===== src/rtl/uart_rx_ctrl.sv =====
// uart_rx_ctrl
// Receive-side controller between the UART receiver datapath and the
// peripheral register interface. Completed bytes are stored in a
// first-word-fall-through FIFO. The block tracks overrun, raises a level
// watermark interrupt, and raises a character-timeout interrupt after
// TIMEOUT_BITS idle bit-times while data is waiting.
//
// Ports:
//   clk_i           clock
//   rst_i           asynchronous reset, active-high
//   en_i            receive enable (blocks pushes, idles the timeout FSM)
//   clr_i           synchronous flush of FIFO, overrun and timeout
//   clks_per_bit_i  clocks per UART bit (0 is treated as 1)
//   rx_dv_i         single-cycle byte-valid strobe from the receiver
//   rx_byte_i       received byte, qualified by rx_dv_i
//   rx_sbit_i       start-bit-detected pulse from the receiver
//   rd_i            pop request (ignored while empty)
//   watermark_i     interrupt threshold, 0 disables
//   rd_data_o       FIFO head, valid when rd_valid_o=1 (0 when empty)
//   rd_valid_o      FIFO non-empty
//   level_o         number of stored bytes, 0..DEPTH
//   overrun_o       sticky: a byte was dropped because the FIFO was full
//   irq_wm_o        level_o >= watermark_i and watermark_i != 0
//   irq_timeout_o   character timeout
module uart_rx_ctrl #(
    parameter int DEPTH        = 8,
    parameter int TIMEOUT_BITS = 40,
    parameter int LW           = $clog2(DEPTH) + 1
) (
    input  logic          clk_i,
    input  logic          rst_i,
    input  logic          en_i,
    input  logic          clr_i,
    input  logic [15:0]   clks_per_bit_i,
    input  logic          rx_dv_i,
    input  logic [7:0]    rx_byte_i,
    input  logic          rx_sbit_i,
    input  logic          rd_i,
    input  logic [LW-1:0] watermark_i,
    output logic [7:0]    rd_data_o,
    output logic          rd_valid_o,
    output logic [LW-1:0] level_o,
    output logic          overrun_o,
    output logic          irq_wm_o,
    output logic          irq_timeout_o
);

    localparam int AW = (DEPTH > 1) ? $clog2(DEPTH) : 1;
    localparam int BW = $clog2(TIMEOUT_BITS + 1);
    localparam logic [LW-1:0] FULL_LEVEL = LW'(DEPTH);
    localparam logic [BW-1:0] LAST_BIT   = BW'(TIMEOUT_BITS - 1);

    typedef enum logic [1:0] {
        T_IDLE,
        T_COUNT,
        T_EXPIRED
    } tstate_t;

    // ------------------------------------------------------------------
    // FIFO
    // ------------------------------------------------------------------
    logic [7:0]    mem [DEPTH];
    logic [AW-1:0] wr_ptr;
    logic [AW-1:0] rd_ptr;
    logic [LW-1:0] level;
    logic [LW-1:0] level_nxt;
    logic          overrun;
    logic          push;
    logic          pop;
    logic          full;
    logic          wr_en;
    logic          drop;

    assign rd_valid_o = (level != '0);
    assign full       = (level == FULL_LEVEL);
    assign push       = rx_dv_i & en_i & ~clr_i;
    assign pop        = rd_i & rd_valid_o & ~clr_i;
    // A simultaneous pop frees the slot the write lands in, so a full FIFO
    // still accepts the byte.
    assign wr_en      = push & (~full | pop);
    assign drop       = push & full & ~pop;

    always_comb begin
        level_nxt = level;
        if (clr_i) begin
            level_nxt = '0;
        end else if (wr_en && !pop) begin
            level_nxt = level + LW'(1);
        end else if (!wr_en && pop) begin
            level_nxt = level - LW'(1);
        end
    end

    always_ff @(posedge clk_i or posedge rst_i) begin
        if (rst_i) begin
            wr_ptr  <= '0;
            rd_ptr  <= '0;
            level   <= '0;
            overrun <= 1'b0;
        end else if (clr_i) begin
            wr_ptr  <= '0;
            rd_ptr  <= '0;
            level   <= '0;
            overrun <= 1'b0;
        end else begin
            if (wr_en) wr_ptr <= wr_ptr + AW'(1);
            if (pop)   rd_ptr <= rd_ptr + AW'(1);
            level <= level_nxt;
            if (drop)  overrun <= 1'b1;
        end
    end

    always_ff @(posedge clk_i) begin
        if (wr_en) mem[wr_ptr] <= rx_byte_i;
    end

    assign rd_data_o = rd_valid_o ? mem[rd_ptr] : '0;
    assign level_o   = level;
    assign overrun_o = overrun;
    assign irq_wm_o  = (watermark_i != '0) && (level >= watermark_i);

    // ------------------------------------------------------------------
    // Character timeout
    // ------------------------------------------------------------------
    tstate_t       state;
    tstate_t       state_nxt;
    logic [15:0]   tick_cnt;
    logic [15:0]   tick_nxt;
    logic [15:0]   tick_max;
    logic [15:0]   tick_adv;
    logic [BW-1:0] bit_cnt;
    logic [BW-1:0] bit_nxt;
    logic [BW-1:0] bit_adv;
    logic          tick_wrap;
    logic          at_last;
    logic          restart;

    assign tick_max  = (clks_per_bit_i == 16'd0) ? 16'd0 : clks_per_bit_i - 16'd1;
    // >= so that lowering clks_per_bit_i mid-count wraps on the next cycle
    assign tick_wrap = (tick_cnt >= tick_max);
    assign tick_adv  = tick_wrap ? 16'd0 : tick_cnt + 16'd1;
    assign bit_adv   = tick_wrap ? bit_cnt + BW'(1) : bit_cnt;
    assign at_last   = (bit_cnt == LAST_BIT) && tick_wrap;
    assign restart   = rx_dv_i | rx_sbit_i | pop;

    always_comb begin
        state_nxt = state;
        tick_nxt  = '0;
        bit_nxt   = '0;
        case (state)
            T_IDLE: begin
                // The cycle that leaves T_IDLE is already the first counted
                // cycle, keeping the expiry exactly TIMEOUT_BITS bit-times
                // after the push that made the FIFO non-empty.
                if (en_i && rd_valid_o) begin
                    if (restart) begin
                        state_nxt = T_COUNT;
                    end else if (at_last) begin
                        state_nxt = T_EXPIRED;
                    end else begin
                        state_nxt = T_COUNT;
                        tick_nxt  = tick_adv;
                        bit_nxt   = bit_adv;
                    end
                end
            end
            T_COUNT: begin
                if (!en_i || !rd_valid_o) begin
                    state_nxt = T_IDLE;
                end else if (restart) begin
                    state_nxt = T_COUNT;
                end else if (at_last) begin
                    state_nxt = T_EXPIRED;
                end else begin
                    tick_nxt = tick_adv;
                    bit_nxt  = bit_adv;
                end
            end
            T_EXPIRED: begin
                if (!en_i) begin
                    state_nxt = T_IDLE;
                end else if (restart) begin
                    state_nxt = (level_nxt != '0) ? T_COUNT : T_IDLE;
                end
            end
            default: state_nxt = T_IDLE;
        endcase
        if (clr_i) begin
            state_nxt = T_IDLE;
            tick_nxt  = '0;
            bit_nxt   = '0;
        end
    end

    always_ff @(posedge clk_i or posedge rst_i) begin
        if (rst_i) begin
            state    <= T_IDLE;
            tick_cnt <= '0;
            bit_cnt  <= '0;
        end else begin
            state    <= state_nxt;
            tick_cnt <= tick_nxt;
            bit_cnt  <= bit_nxt;
        end
    end

    assign irq_timeout_o = (state == T_EXPIRED);

endmodule


===== config.mk =====
export PLATFORM = sky130hd
export DESIGN_NAME = uart_rx_ctrl
export DESIGN_NICKNAME = d
export VERILOG_FILES = /design/src/rtl/uart_rx_ctrl.sv
export SDC_FILE = /design/constraint.sdc
export NUM_CORES = 1
export LEC_CHECK = 0
export CAP_MARGIN = 20
export CORE_MARGIN = 3
export CORE_UTILIZATION = 45
export DETAILED_ROUTE_END_ITERATION = 12
export GPL_ROUTABILITY_DRIVEN = 0
export GPL_TIMING_DRIVEN = 0
export PLACE_DENSITY = 0.68
export RECOVER_POWER = 50
export SLEW_MARGIN = 10
export SYNTH_ARGS = -nofsm -noshare
export SYNTH_HDL_FRONTEND = slang
export SYNTH_SLANG_ARGS = --single-unit

===== constraint.sdc =====
create_clock -name clk_i -period 3.4 [get_ports clk_i]
set_clock_uncertainty 0.15 [all_clocks]
set_input_delay 0.51 -clock clk_i [delete_from_list [all_inputs] [get_ports clk_i]]
set_output_delay 0.51 -clock clk_i [all_outputs]
set_load 0.02 [all_outputs]

# After elaboration in Yosys (flattened, before gate mapping)
# Memories as Yosys holds them, arrays and structs flattened.
# Cells that the tools add are included.
[op_classes] addsub=7 order_cmp=2 n_eq_ne=7 mux=39 bitwise=13 n_reduce_logical=19
[ops] operator="$mux W16" count=7
[ops] operator="$mux W6" count=6
[ops] operator="$pmux W16 S2" count=1
[ops] operator="$mux W2" count=9
[ops] operator="$add A16 B1 Y16 const B" count=1
[ops] operator="$ge A16 B16 Y1" count=1
[ops] operator="$logic_not A16 Y1" count=1
[ops] operator="$mux W4" count=4
[ops] operator="$sub A16 B1 Y16 const B" count=1
[ops] operator="$mux W3" count=4
[ops] operator="$pmux W6 S2" count=1
[ops] operator="$reduce_bool A4 Y1" count=3
[ops] operator="$mux W8" count=1
[ops] operator="$and A1 B1 Y1" count=7
[ops] operator="$add A3 B1 Y3 const B" count=2
[ops] operator="$add A6 B1 Y6 const B" count=1
[ops] operator="$eq A6 B6 Y1 const B" count=1
[ops] operator="$pmux W2 S3" count=1
[ops] operator="$reduce_bool A2 Y1" count=3
[ops] operator="$logic_and A1 B1 Y1" count=5
[ops] operator="$mux W1" count=5
[ops] operator="$ne A5 B5 Y1 const B" count=1
[ops] operator="$add A4 B1 Y4 const B" count=1
[ops] operator="$eq A4 B4 Y1 const B" count=1
[ops] operator="12 further kinds" count=19
[word_totals] register_bits=35 ramBits=64 input_bits=35 output_inout_bits=16 n_memories=1
[memory_table] memory="mem" depth=8 width=8 read_ports=1 rd_clocked_by_memory_dff=0 write_ports=1 line_no="62" source="logic [7:0] mem [DEPTH];"

# Longest topological paths before layout
# Gate-level depths: netlist (run 1).
[depth] depth_word=16 ltp_mapped=14

# Worst setup path after synthesis (run 1)
# Ideal clock, no wire load.
[synth_path] path_type="input port to flip-flop" start="input port clks_per_bit_i[3]" end="register tick_cnt[9]" setup_time_ps=69 arrival_ps=3467 path_slack_ps=-286 cell_stages=12 n_path_buf=1 path_cell_list="or3_1 > nor4_2 > nand4b_1 > and2_1 > ha_1 > nand2b_4 > a2111oi_4 > o311ai_2 > a221oi_4 > nand3_4 > buf_6 > nor2_2"
[synth_between] elab_chain_len=9
[synth_lines] element="start, declared" line_no="34" source="input logic [15:0] clks_per_bit_i,"
[synth_lines] element="$sub A16 B1 Y16 / $logic_not A16 Y1 (equally long branches)" line_no="138" source="assign tick_max = (clks_per_bit_i == 16'd0) ? 16'd0 : clks_per_bit_i - 16'd1;"
[synth_lines] element="$mux W16 (*)" line_no="138"
[synth_lines] element="$ge A16 B16 Y1 (*)" line_no="140" source="assign tick_wrap = (tick_cnt >= tick_max);"
[synth_lines] element="$mux W16 / $logic_and A1 B1 Y1 (equally long branches)" line_no="141, 143"
[synth_lines] element="$mux W16 (*)" line_no="158, 172"
[synth_lines] element="$mux W16 (*)" line_no="170" source="end else if (restart) begin"
[synth_lines] element="$mux W16, on equally long branches" line_no="168, 155"
[synth_lines] element="$pmux W16 S2 (*)" line_no="150" source="case (state)"
[synth_lines] element="$mux W16 (*)" line_no="188" source="if (clr_i) begin"
[synth_lines] element="via tick_nxt[9]" line_no="128" source="logic [15:0] tick_nxt;"
[synth_lines] element="end signal, assigned" line_no="202" source="tick_cnt <= tick_nxt;"
[synth_lines] element="end, declared" line_no="127" source="logic [15:0] tick_cnt;"
# Mark *: on every way through the listed nets, which the timed path passes. The rest lies on a longest branch.
# A chain may end at the register's enable or synchronous reset.

# Worst setup path after layout (run 1)
[layout_path] start="input port clks_per_bit_i[4]" end="register bit_cnt[5]"
[layout_between] elab_chain_len=9
[layout_lines] element="$sub A16 B1 Y16 / $logic_not A16 Y1 (equally long branches)" line_no="138"
[layout_lines] element="$mux W16 (*)" line_no="138"
[layout_lines] element="$ge A16 B16 Y1 (*)" line_no="140"
[layout_lines] element="$mux W6 / $logic_and A1 B1 Y1 (equally long branches)" line_no="142, 143"
[layout_lines] element="$mux W6 (*)" line_no="158, 172"
[layout_lines] element="$mux W6 (*)" line_no="170"
[layout_lines] element="$mux W6, on equally long branches" line_no="168, 155"
[layout_lines] element="$pmux W6 S2 (*)" line_no="150"
[layout_lines] element="$mux W6 (*)" line_no="188"
[layout_lines] element="via bit_nxt[5]" line_no="132" source="logic [BW-1:0] bit_nxt;"
[layout_lines] element="end signal, assigned" line_no="203" source="bit_cnt <= bit_nxt;"
[layout_lines] element="end, declared" line_no="131" source="logic [BW-1:0] bit_cnt;"
# Marks and branches as above.

==> results_dict.tcl, run 1 <==
set metrics [dict create \
    status "finished with violations" \
    failing_checks "setup timing" \
    drt_first_iter_violations 125 \
    static-leakage-power_nw 2.51 \
    dp.final_hpwl_mm 7.48 \
    tns_setup_ps -1270 \
    finalMaxSlewViolations 0 \
    overflow 0 \
    post-place-ws_ps -1070 \
    setup_viol 23 \
    min_from "overrun_o" \
    clk_latency_ps 350 \
    port_buffers 50 \
    rsz0062_at_grt "true" \
    core_region_area_um2 11000 \
    slowest_cell_on_the_critical_path "sky130_fd_sc_hd__a221o_2" \
    cp.arrival_ps 3630 \
    initial_utilization 0.470 \
    worstReg2RegEnd "mem[7][7]" \
    syn_nets 481 \
    via_per_inst 5.52 \
    worst_path_largest_cell_delay_ps 510 \
    clock_path_buffers 2 \
    period_share 1.03 \
    synth_edf_count 64 \
    maximum_achievable_frequency_mhz 285 \
    drtAntennaViolNets 0 \
    reg2reg_launch_point "level_o[0]" \
    clkSinkCount 99 \
    route.detailed.drc 0 \
    cts-buffers-inserted 9 \
    ir_worst_vdd_v 0.000393 \
    clk_pin_slew_worst_paths_ps 70 \
    cts_max_level 3 \
    cells_after_synth 418 \
    postSynth.asyncResetShare 0.354 \
    pin_count_of_the_biggest_net_entering_global_routing 36 \
    die_w_um 113 \
    holdCritPathClass "reg -> reg" \
    cp.buffers_inverters 3 \
    critPathLaunchType "primary input" \
    layout-drive-gt1-share 0.236 \
    cp_top_family "compound AO/OA/AOI/OAI gates" \
    layout.cells.most_common_list "64 x sky130_fd_sc_hd__edfxtp_1, 38 x sky130_fd_sc_hd__nand2_1, 35 x sky130_fd_sc_hd__dfrtp_1, 30 x sky130_fd_sc_hd__nor2_1, 29 x sky130_fd_sc_hd__clkdlybuf4s50_1" \
    post_drt_wl_per_cell_um 17.1 \
    ys_dominant_reg_cell "sky130_fd_sc_hd__edfxtp_1" \
    count_of_boundary_i_o_pins 51 \
    critical_path_fanout_max 7 \
    r2r_setup_slack_ps 520 \
    ctsRootBufferMaster "sky130_fd_sc_hd__clkbuf_16" \
    mostFrequentLayoutCell "sky130_fd_sc_hd__edfxtp_1" \
    count_of_unique_library_cells_instantiated_by_yosys 49 \
    number_of_global_route_vias_before_repair 3550 \
    grt_pass1_wl_mm 17.4 \
    synthToLayoutAreaGrowth_pct 28.0 \
    slew_headroom 0.116 \
    holdPathEnd "overrun_o" \
    final_net_count 562 \
    cts_tree "built" \
    r2r_cells 7 \
    fp-row-count 38 \
    finalCriticalPeriod_ps 3510 \
    fp.dieH_um 113 \
    max-cap-violations 0 \
    ys_seq_area_frac 0.540 \
    yosys_warnings 0 \
    synth_seq_cells 99 \
    dr_total_vias 3553 \
    number_of_antenna_violations_at_the_first_check_in_global_routing 0 \
    grtUsageTotal 0.173 \
    worst-endpoint-required_ps 3520 \
    detail_route.wirelength_mm 11.0 \
    power_per_cell_area_nw_per_um2 489 \
    critical_path.cell_chain "buf_8 > or3_4 > nor4_4 > buf_4 > nand4b_1 > buf_6 > and2_4 > ha_4 > nand2b_4 > a2111oi_4 > o311ai_4 > a221o_2 > a21o_1 > a21oi_1" \
    max_slew.worst_pin.slew_ps 1320 \
    final_critical_path_setup_slack_ps -106 \
    avgSynthCellArea_um2 12.4 \
    synth_area_um2 5180 \
    area_of_the_die_um2 12800 \
    fillCellCount 894 \
    finalHoldViolCount 0 \
    number_of_stages_on_the_worst_hold_path 2 \
    cts_hold_repair.buffers 0 \
    critical_path.endpoint_type "register" \
    critPathKind "in -> reg" \
    drtPass1Iterations 5 \
    diodes 0 \
]
cell usage after synthesis, types with 3 or more instances:
cell type / number / share of area
sky130_fd_sc_hd__xor2_1: 18 / 0.030
sky130_fd_sc_hd__nand2_1: 40 / 0.029
sky130_fd_sc_hd__ha_1: 28 / 0.068
sky130_fd_sc_hd__edfxtp_1: 64 / 0.37
sky130_fd_sc_hd__and3_1: 6 / 0.0072
sky130_fd_sc_hd__mux4_2: 16 / 0.070
sky130_fd_sc_hd__a211oi_1: 4 / 0.0058
sky130_fd_sc_hd__mux2i_1: 9 / 0.017
sky130_fd_sc_hd__xnor2_1: 15 / 0.025
sky130_fd_sc_hd__nor2_1: 37 / 0.027
sky130_fd_sc_hd__or3_1: 5 / 0.0060
sky130_fd_sc_hd__dfrtp_1: 35 / 0.17
sky130_fd_sc_hd__nand3_1: 17 / 0.016
sky130_fd_sc_hd__nor2_2: 10 / 0.012
sky130_fd_sc_hd__nor4_1: 5 / 0.0060
sky130_fd_sc_hd__a21o_1: 6 / 0.0087
sky130_fd_sc_hd__clkbuf_1: 6 / 0.0043
sky130_fd_sc_hd__a21oi_1: 16 / 0.015
sky130_fd_sc_hd__and3b_1: 3 / 0.0051
sky130_fd_sc_hd__inv_1: 15 / 0.011
sky130_fd_sc_hd__and2_1: 3 / 0.0036
sky130_fd_sc_hd__nand4_1: 3 / 0.0036
sky130_fd_sc_hd__o21a_1: 5 / 0.0072
sky130_fd_sc_hd__nand2b_1: 5 / 0.0060
sky130_fd_sc_hd__buf_2: 3 / 0.0029
sky130_fd_sc_hd__nor3b_1: 5 / 0.0072
sky130_fd_sc_hd__nor3_1: 13 / 0.013
worst register-to-register path: stages, from the launching register on:
cell and delay, ps:
sky130_fd_sc_hd__dfrtp_1 480, sky130_fd_sc_hd__inv_1 100, sky130_fd_sc_hd__ha_1 280, sky130_fd_sc_hd__nand2b_1 120, sky130_fd_sc_hd__nor3b_1 90, sky130_fd_sc_hd__nor2_1 280, sky130_fd_sc_hd__nand3_1 260, sky130_fd_sc_hd__nor2_1 750
flip-flops by register name, indices dropped and copies added, names as in the netlist:
register and cells:
wr_ptr 3, level_o 4, state 2, mem 64, bit_cnt 6, tick_cnt 16
rd_ptr 3, overrun_o 1
worst max path at each step:
stage,from,slack [ps],end,cells after the start
6_report,clks_per_bit_i[4],-110,bit_cnt[5],14
5_1_grt,clks_per_bit_i[4],-170,bit_cnt[5],16
4_1_cts,rd_ptr[1],2,rd_data_o[3],6
3_5_place_dp,clks_per_bit_i[2],-1070,tick_cnt[13],13
3_3_place_gp,clks_per_bit_i[2],-1030,tick_cnt[11],13
2_1_floorplan,clks_per_bit_i[2],-170,tick_cnt[0],12
stage by stage:
| step | power, mW | instance area, µm² | util | hold slack (ps) | std cells |
|---|---|---|---|---|---|
| after floorplan | 1.93 | 5220 | - | 324 | 418 |
| after global placement | 2.26 | 5890 | 0.534 | 334 | 608 |
| after detailed placement | 2.27 | 5930 | 0.538 | 346 | 611 |
| after CTS | 3.26 | 6380 | 0.579 | 362 | 640 |
| after global routing | 3.40 | 6630 | 0.601 | 400 | 644 |
| final | 3.24 | 6630 | 0.601 | 353 | 644 |
per-layer routing:
layer / wire length, µm / up-vias / GRT usage
met5: 0 / - / 0
met4: 148 / 0 / 0.0489
met3: 387 / 15 / 0.0513
met2: 5860 / 63 / 0.298
met1: 4650 / 1778 / 0.213
li1: - / 1697 / -
kinds of logic (layout without fill, tap and decap cells):
| kind of cell | count (synthesis) | in the layout | synth area share |
|---|---|---|---|
| fa+ha+maj | 28 | 28 | 0.0676 |
| buf+inv | 26 | 112 | 0.0210 |
| compound gates | 44 | 44 | 0.0664 |
| simple gates | 163 | 163 | 0.163 |
| flops | 99 | 99 | 0.540 |
| mux | 25 | 25 | 0.0869 |
| xor+xnor | 33 | 33 | 0.0558 |
power by group:
| part | internal, mW | leakage [nW] | switching [mW] |
|---|---|---|---|
| Clock | 0.511 | 0.136 | 0.463 |
| Combinational | 0.428 | 1.31 | 0.484 |
| Sequential | 1.32 | 1.06 | 0.0418 |
timing repair:
action / CTS / global route
endpoints found under the setup margin: 32 / 32
resized for setup: 49 / 50
pin swaps: 20 / 19
setup buffers: 12 / 4
gates cloned: 1 / 0
cell type report:
cell class	count	area (µm²)	share of cell area
Buffer	11	75.1	0.0113
Clock buffer	10	229	0.0345
Clock inverter	6	53.8	0.00811
Inverter	15	56.3	0.00849
Multi-Input combinational cell	293	2580	0.388
Sequential cell	99	2800	0.422
Tap cell	140	175	0.0264
Timing Repair Buffer	70	671	0.101
No activity file was read; power rests on OpenSTA's default activity.
==> inputs of run 2 (changes only) <==
--- a/config.mk
+++ b/config.mk
@@ -5,7 +5,9 @@
 export SDC_FILE = /design/constraint.sdc
 export NUM_CORES = 1
 export LEC_CHECK = 0
+export ABC_AREA = 0
 export CAP_MARGIN = 20
+export CORE_ASPECT_RATIO = 1.1
 export CORE_MARGIN = 3
 export CORE_UTILIZATION = 45
 export DETAILED_ROUTE_END_ITERATION = 12
==> run 2 against run 1 <==
Compared with the run above: the run still ends with setup timing left; maximum frequency increased by 0.76%; critical path depth unchanged; die area is essentially flat; sequential cell count is the same; utilization fell by 0.16 points; largest cell class unchanged.
==> results_dict.tcl, run 2 (synthesized netlist as in run 1, its figures left out) <==
set metrics [dict create \
    status "finished with violations" \
    failing_checks "setup timing" \
    r2r_setup_slack_ps 510 \
    cts_max_level 3 \
    clk_latency_ps 350 \
    drtAntennaViolNets 0 \
    maximum_achievable_frequency_mhz 287 \
    final_critical_path_setup_slack_ps -79.3 \
    clk_pin_slew_worst_paths_ps 70 \
    finalHoldViolCount 0 \
    reg.largest.list "mem (64), tick_cnt (16), bit_cnt (6)" \
    clkSinkCount 99 \
    port_buffers 50 \
    static-leakage-power_nw 2.47 \
    fp.dieH_um 119 \
    critical_path_fanout_max 5 \
    drt_first_iter_violations 119 \
    max_slew.worst_pin.slew_ps 1350 \
    critPathKind "in -> reg" \
    dp.final_hpwl_mm 7.35 \
    cts-buffers-inserted 9 \
    layout.cells.most_common_list "64 x sky130_fd_sc_hd__edfxtp_1, 38 x sky130_fd_sc_hd__nand2_1, 35 x sky130_fd_sc_hd__dfrtp_1, 29 x sky130_fd_sc_hd__nor2_1, 29 x sky130_fd_sc_hd__clkdlybuf4s50_1" \
    detail_route.wirelength_mm 10.9 \
    post_drt_wl_per_cell_um 16.9 \
    tns_setup_ps -1170 \
    power_per_cell_area_nw_per_um2 501 \
    number_of_antenna_violations_at_the_first_check_in_global_routing 0 \
    max-cap-violations 0 \
    critical_path.endpoint_type "register" \
    largest_register_ff_count 64 \
    setup_viol 20 \
    finalMaxSlewViolations 0 \
    registers.top_by_ff_count "mem" \
    ctsRootBufferMaster "sky130_fd_sc_hd__clkbuf_16" \
    cp.arrival_ps 3620 \
    number_of_global_route_vias_before_repair 3539 \
    fp-row-count 40 \
    layout-drive-gt1-share 0.230 \
    placed_cells_incl_taps 615 \
    critPathLaunchType "primary input" \
    slew_headroom 0.0994 \
    holdPathEnd "overrun_o" \
    cts_hold_repair.buffers 0 \
    pwr-share-clk 0.315 \
    initial_utilization 0.469 \
    min_from "overrun_o" \
    grt_pass1_wl_mm 17.8 \
    overflow 0 \
    count_of_boundary_i_o_pins 51 \
    intPower_mw 2.33 \
    post_layout_nonfiller_instances 647 \
    worstReg2RegEnd "mem[6][0]" \
    fillCellCount 889 \
    worst_path_largest_cell_delay_ps 410 \
    pin_count_of_the_biggest_net_entering_global_routing 36 \
    worst-endpoint-required_ps 3540 \
    power_frac_seq 0.409 \
    finalCriticalPeriod_ps 3480 \
    slowest_cell_on_the_critical_path "sky130_fd_sc_hd__a221oi_4" \
    clock_path_buffers 2 \
    rsz0062_at_grt "true" \
    post-place-ws_ps -1100 \
    power.combinational.fraction 0.276 \
    r2r_cells 7 \
    synthToLayoutAreaGrowth_pct 28.0 \
    period_share 1.02 \
    critical_path.cell_chain "buf_6 > or3_4 > nor4_4 > nand4b_1 > buf_4 > and2_4 > ha_4 > nand2b_4 > a2111oi_4 > o311ai_4 > a221oi_4 > nand3_4 > buf_12 > nor2_4" \
    holdCritPathClass "reg -> reg" \
    dr_total_vias 3469 \
    cts_tree "built" \
    reg2reg_launch_point "level_o[0]" \
    power_switching_mw 0.994 \
    diodes 0 \
    route.detailed.drc 0 \
    via_per_inst 5.36 \
    final_net_count 558 \
    ir_worst_vdd_v 0.000481 \
    grtUsageTotal 0.180 \
    sw_frac_of_total 0.299 \
    drtPass1Iterations 4 \
    number_of_stages_on_the_worst_hold_path 2 \
    area_of_the_die_um2 12800 \
    die_w_um 108 \
    mostFrequentLayoutCell "sky130_fd_sc_hd__edfxtp_1" \
    core_region_area_um2 11100 \
]
## run 2: changes by cell type in the layout (fill, tap and decap cells not counted), sizes merged
cell	change
inv	-2
bufinv	+1
buf	-6
clkdlybuf4s15	+1
clkinv	+2
## run 2: how the worst max path moves through the flow
| stage | cells past startpoint | from | slack, ps | to |
|---|---|---|---|---|
| after floorplan | 12 | clks_per_bit_i[2] | -170 | tick_cnt[0] |
| after global placement | 13 | clks_per_bit_i[2] | -1050 | tick_cnt[11] |
| after detailed placement | 14 | clks_per_bit_i[2] | -1100 | tick_cnt[11] |
| after CTS | 15 | clks_per_bit_i[2] | -50 | tick_cnt[9] |
| after global routing | 16 | clks_per_bit_i[3] | -270 | bit_cnt[5] |
| final | 14 | clks_per_bit_i[3] | -80 | tick_cnt[11] |
## run 2: final cells by class
type                            instances  area [µm²]  area share
Sequential cell                        99        2800       0.422
Timing Repair Buffer                   66         641      0.0966
Inverter                               15        56.3     0.00849
Buffer                                 11        80.1      0.0121
Multi-Input combinational cell        293        2560       0.386
Clock buffer                            9         225      0.0339
Tap cell                              147         184      0.0277
Clock inverter                          7        86.3      0.0130
## run 2: stage by stage
| stage | power [mW] | utilization | hold WS [ps] | area, µm² |
|---|---|---|---|---|
| 6_report | 3.32 | 0.600 | 352 | 6630 |
| 5_1_grt | 3.48 | 0.600 | 387 | 6630 |
| 4_1_cts | 3.33 | 0.585 | 357 | 6470 |
| 3_5_place_dp | 2.27 | 0.535 | 341 | 5920 |
| 3_3_place_gp | 2.26 | 0.533 | 336 | 5900 |
| 2_1_floorplan | 1.93 | - | 324 | 5220 |
## run 2: power by group through the flow
stage | Sequential [mW] | Clock [mW] | Combinational (mW)
2_1_floorplan | 1.39 | 0 | 0.546
3_3_place_gp | 1.38 | 0 | 0.878
3_5_place_dp | 1.38 | 0 | 0.887
4_1_cts | 1.36 | 1.07 | 0.909
5_1_grt | 1.36 | 1.11 | 1.00
6_report | 1.36 | 1.05 | 0.918
## run 2: worst max-delay path: cells and delay by family
family / cells / cell delay [ps]
AND/OR/NAND/NOR: 7 / 1490
buffers and inverters: 3 / 500
AO/OA/AOI/OAI: 3 / 910
adder cells (fa/ha/maj): 1 / 200
## run 2: layer usage
metal	vias to the layer above	wire (µm)	GRT usage
met5	-	0	0
met4	0	102	0.0481
met3	8	327	0.0377
met2	44	6070	0.320
met1	1721	4410	0.219
li1	1696	-	-
## run 2: timing repair
action / CTS / global route
setup buffers: 14 / 2
setup endpoints to repair: 32 / 32
gates resized for setup: 54 / 39
cloned: 1 / 0
pin swaps: 20 / 21
==> inputs of run 3 (changes only) <==
--- a/config.mk
+++ b/config.mk
@@ -6,7 +6,6 @@
 export NUM_CORES = 1
 export LEC_CHECK = 0
 export ABC_AREA = 0
-export CAP_MARGIN = 20
 export CORE_ASPECT_RATIO = 1.1
 export CORE_MARGIN = 3
 export CORE_UTILIZATION = 45
==> constraint.sdc (replaced) <==
create_clock -name clk_i -period 3.4 [get_ports clk_i]
set_clock_uncertainty 0.15 [all_clocks]
set_input_delay 0.51 -clock clk_i [delete_from_list [all_inputs] [get_ports clk_i]]
set_output_delay 0.51 -clock clk_i [all_outputs]
set_load 0.1 [all_outputs]
==> run 3 against run 2 <==
Compared with the run above: the flow still finishes with violations (setup timing); routed wire length grew 1.7%; critical path depth up 1; combinational power increased by 48%; final area is 1.4% higher; clock power barely moved; hold slack better by 6.3 ps; largest cell class unchanged; sequential power barely moved; maximum frequency increased by 0.30%; largest power group unchanged; critical path type unchanged; total power up 14%.
==> results_dict.tcl, run 3 (synthesized netlist as in run 1, its figures left out) <==
set metrics [dict create \
    count_of_boundary_i_o_pins 51 \
    drt_first_iter_violations 135 \
    power_switching_mw 1.48 \
    drtPass1Iterations 4 \
    cts_hold_repair.buffers 0 \
    max-cap-violations 0 \
    mostFrequentLayoutCell "sky130_fd_sc_hd__edfxtp_1" \
    cp.arrival_ps 3590 \
    ctsRootBufferMaster "sky130_fd_sc_hd__clkbuf_16" \
    post-place-ws_ps -1140 \
    pwr-share-clk 0.284 \
    intPower_mw 2.31 \
    cts-buffers-inserted 9 \
    clock_path_buffers 2 \
    maximum_achievable_frequency_mhz 288 \
    status "finished with violations" \
    number_of_global_route_vias_before_repair 3596 \
    finalCriticalPeriod_ps 3470 \
    worst-endpoint-required_ps 3520 \
    port_buffers 50 \
    layout-drive-gt1-share 0.264 \
    failing_checks "setup timing" \
    utilization 0.608 \
    critPathKind "in -> reg" \
    finalHoldViolCount 0 \
    fp-row-count 40 \
    power.combinational.fraction 0.359 \
    final_net_count 558 \
    ir_worst_vdd_v 0.000755 \
    critical_path.endpoint_type "register" \
    cts_max_level 3 \
    initial_utilization 0.469 \
    registers.top_by_ff_count "mem" \
    rsz0062_at_grt "true" \
    clk_latency_ps 340 \
    max_slew.worst_pin.slew_ps 1320 \
    clk_pin_slew_worst_paths_ps 70 \
    slew_headroom 0.122 \
    dr_total_vias 3525 \
    holdCritPathClass "reg -> reg" \
    pin_count_of_the_biggest_net_entering_global_routing 36 \
    overflow 0 \
    period_share 1.02 \
    detail_route.wirelength_mm 11.1 \
    reg.largest.list "mem (64), tick_cnt (16), bit_cnt (6)" \
    power_per_cell_area_nw_per_um2 564 \
    cts_tree "built" \
    clkSinkCount 99 \
    dp.final_hpwl_mm 7.44 \
    number_of_antenna_violations_at_the_first_check_in_global_routing 0 \
    synthToLayoutAreaGrowth_pct 29.8 \
    grtUsageTotal 0.178 \
    final_critical_path_setup_slack_ps -68.9 \
    via_per_inst 5.45 \
    design_power_total_mw 3.79 \
    core_region_area_um2 11100 \
    tns_setup_ps -1120 \
    sw_frac_of_total 0.390 \
    post_drt_wl_per_cell_um 17.1 \
    die_w_um 108 \
    drtAntennaViolNets 0 \
    critical_path_fanout_max 6 \
    static-leakage-power_nw 2.55 \
    layout.cells.most_common_list "64 x sky130_fd_sc_hd__edfxtp_1, 37 x sky130_fd_sc_hd__nand2_1, 35 x sky130_fd_sc_hd__dfrtp_1, 28 x sky130_fd_sc_hd__nor2_1, 23 x sky130_fd_sc_hd__ha_1" \
    power_frac_seq 0.358 \
    largest_register_ff_count 64 \
    fp.dieH_um 119 \
    area_of_the_die_um2 12800 \
    grt_pass1_wl_mm 17.8 \
    setup_viol 21 \
    finalMaxSlewViolations 0 \
    diodes 0 \
    route.detailed.drc 0 \
    critPathLaunchType "primary input" \
]
==> run 3: path summary, 6_finish.rpt <==
kind / start / end / slack (ps) / depth (start not counted)
hold / removal: overrun_o / overrun_o / 360 / 2
setup reg to reg: level_o[0] / mem[3][7] / 430 / 6
hold reg to reg: overrun_o / overrun_o / 360 / 2
setup / recovery: clks_per_bit_i[3] / tick_cnt[2] / -70 / 15
min in group asynchronous: rst_i / tick_cnt[8] / 830 / 2
max in group asynchronous: rst_i / bit_cnt[0] / 1480 / 2
==> run 3: worst max-delay path: stages <==
cell,delay (ps)
sky130_fd_sc_hd__buf_8,100
sky130_fd_sc_hd__or3_4,400
sky130_fd_sc_hd__nor4_4,240
sky130_fd_sc_hd__buf_4,160
sky130_fd_sc_hd__nand4b_1,120
sky130_fd_sc_hd__buf_6,160
sky130_fd_sc_hd__and2_4,140
sky130_fd_sc_hd__ha_4,220
sky130_fd_sc_hd__nand2b_4,140
sky130_fd_sc_hd__a2111oi_4,360
sky130_fd_sc_hd__o311ai_4,140
sky130_fd_sc_hd__a221oi_4,400
sky130_fd_sc_hd__nand3_4,200
sky130_fd_sc_hd__buf_12,220
sky130_fd_sc_hd__nor2_4,70
==> run 3: stage by stage <==
| step | std cells | hold slack (ps) | area (µm²) |
|---|---|---|---|
| 2_1_floorplan | 418 | 324 | 5230 |
| 3_3_place_gp | 615 | 337 | 5910 |
| 3_5_place_dp | 615 | 351 | 5930 |
| 4_1_cts | 643 | 368 | 6540 |
| 5_1_grt | 647 | 385 | 6730 |
| 6_report | 647 | 358 | 6730 |
==> run 3: layer usage <==
layer	GRT usage	part of all wire	vias up
li1	-	-	1695
met1	0.219	0.42	1757
met2	0.323	0.54	57
met3	0.0251	0.027	16
met4	0.0481	0.013	0
met5	0	0	-
==> run 3: power groups by stage <==
stage | clock [mW] | sequential (mW) | combinational [mW]
floorplan | 0 | 1.47 | 0.926
global placement | 0 | 1.38 | 1.34
detailed placement | 0 | 1.38 | 1.35
CTS | 1.09 | 1.36 | 1.36
global route | 1.14 | 1.36 | 1.45
finish | 1.08 | 1.36 | 1.36
==> run 3: final cells by class <==
cell class	instances	area, µm²
clock inverter	7	93.8
fill	854	4330
clock buffer	9	225
inverter	15	56.3
sequential	99	2800
buffer	11	77.6
tap	147	184
timing repair buffer	66	669
multi-input combinational	293	2620
==> run 3: repair_timing <==
action / CTS / global route
setup endpoints to repair: 34 / 32
buffers inserted: 11 / 4
pin swaps: 17 / 15
gates resized for setup: 89 / 41
cloned: 1 / 0
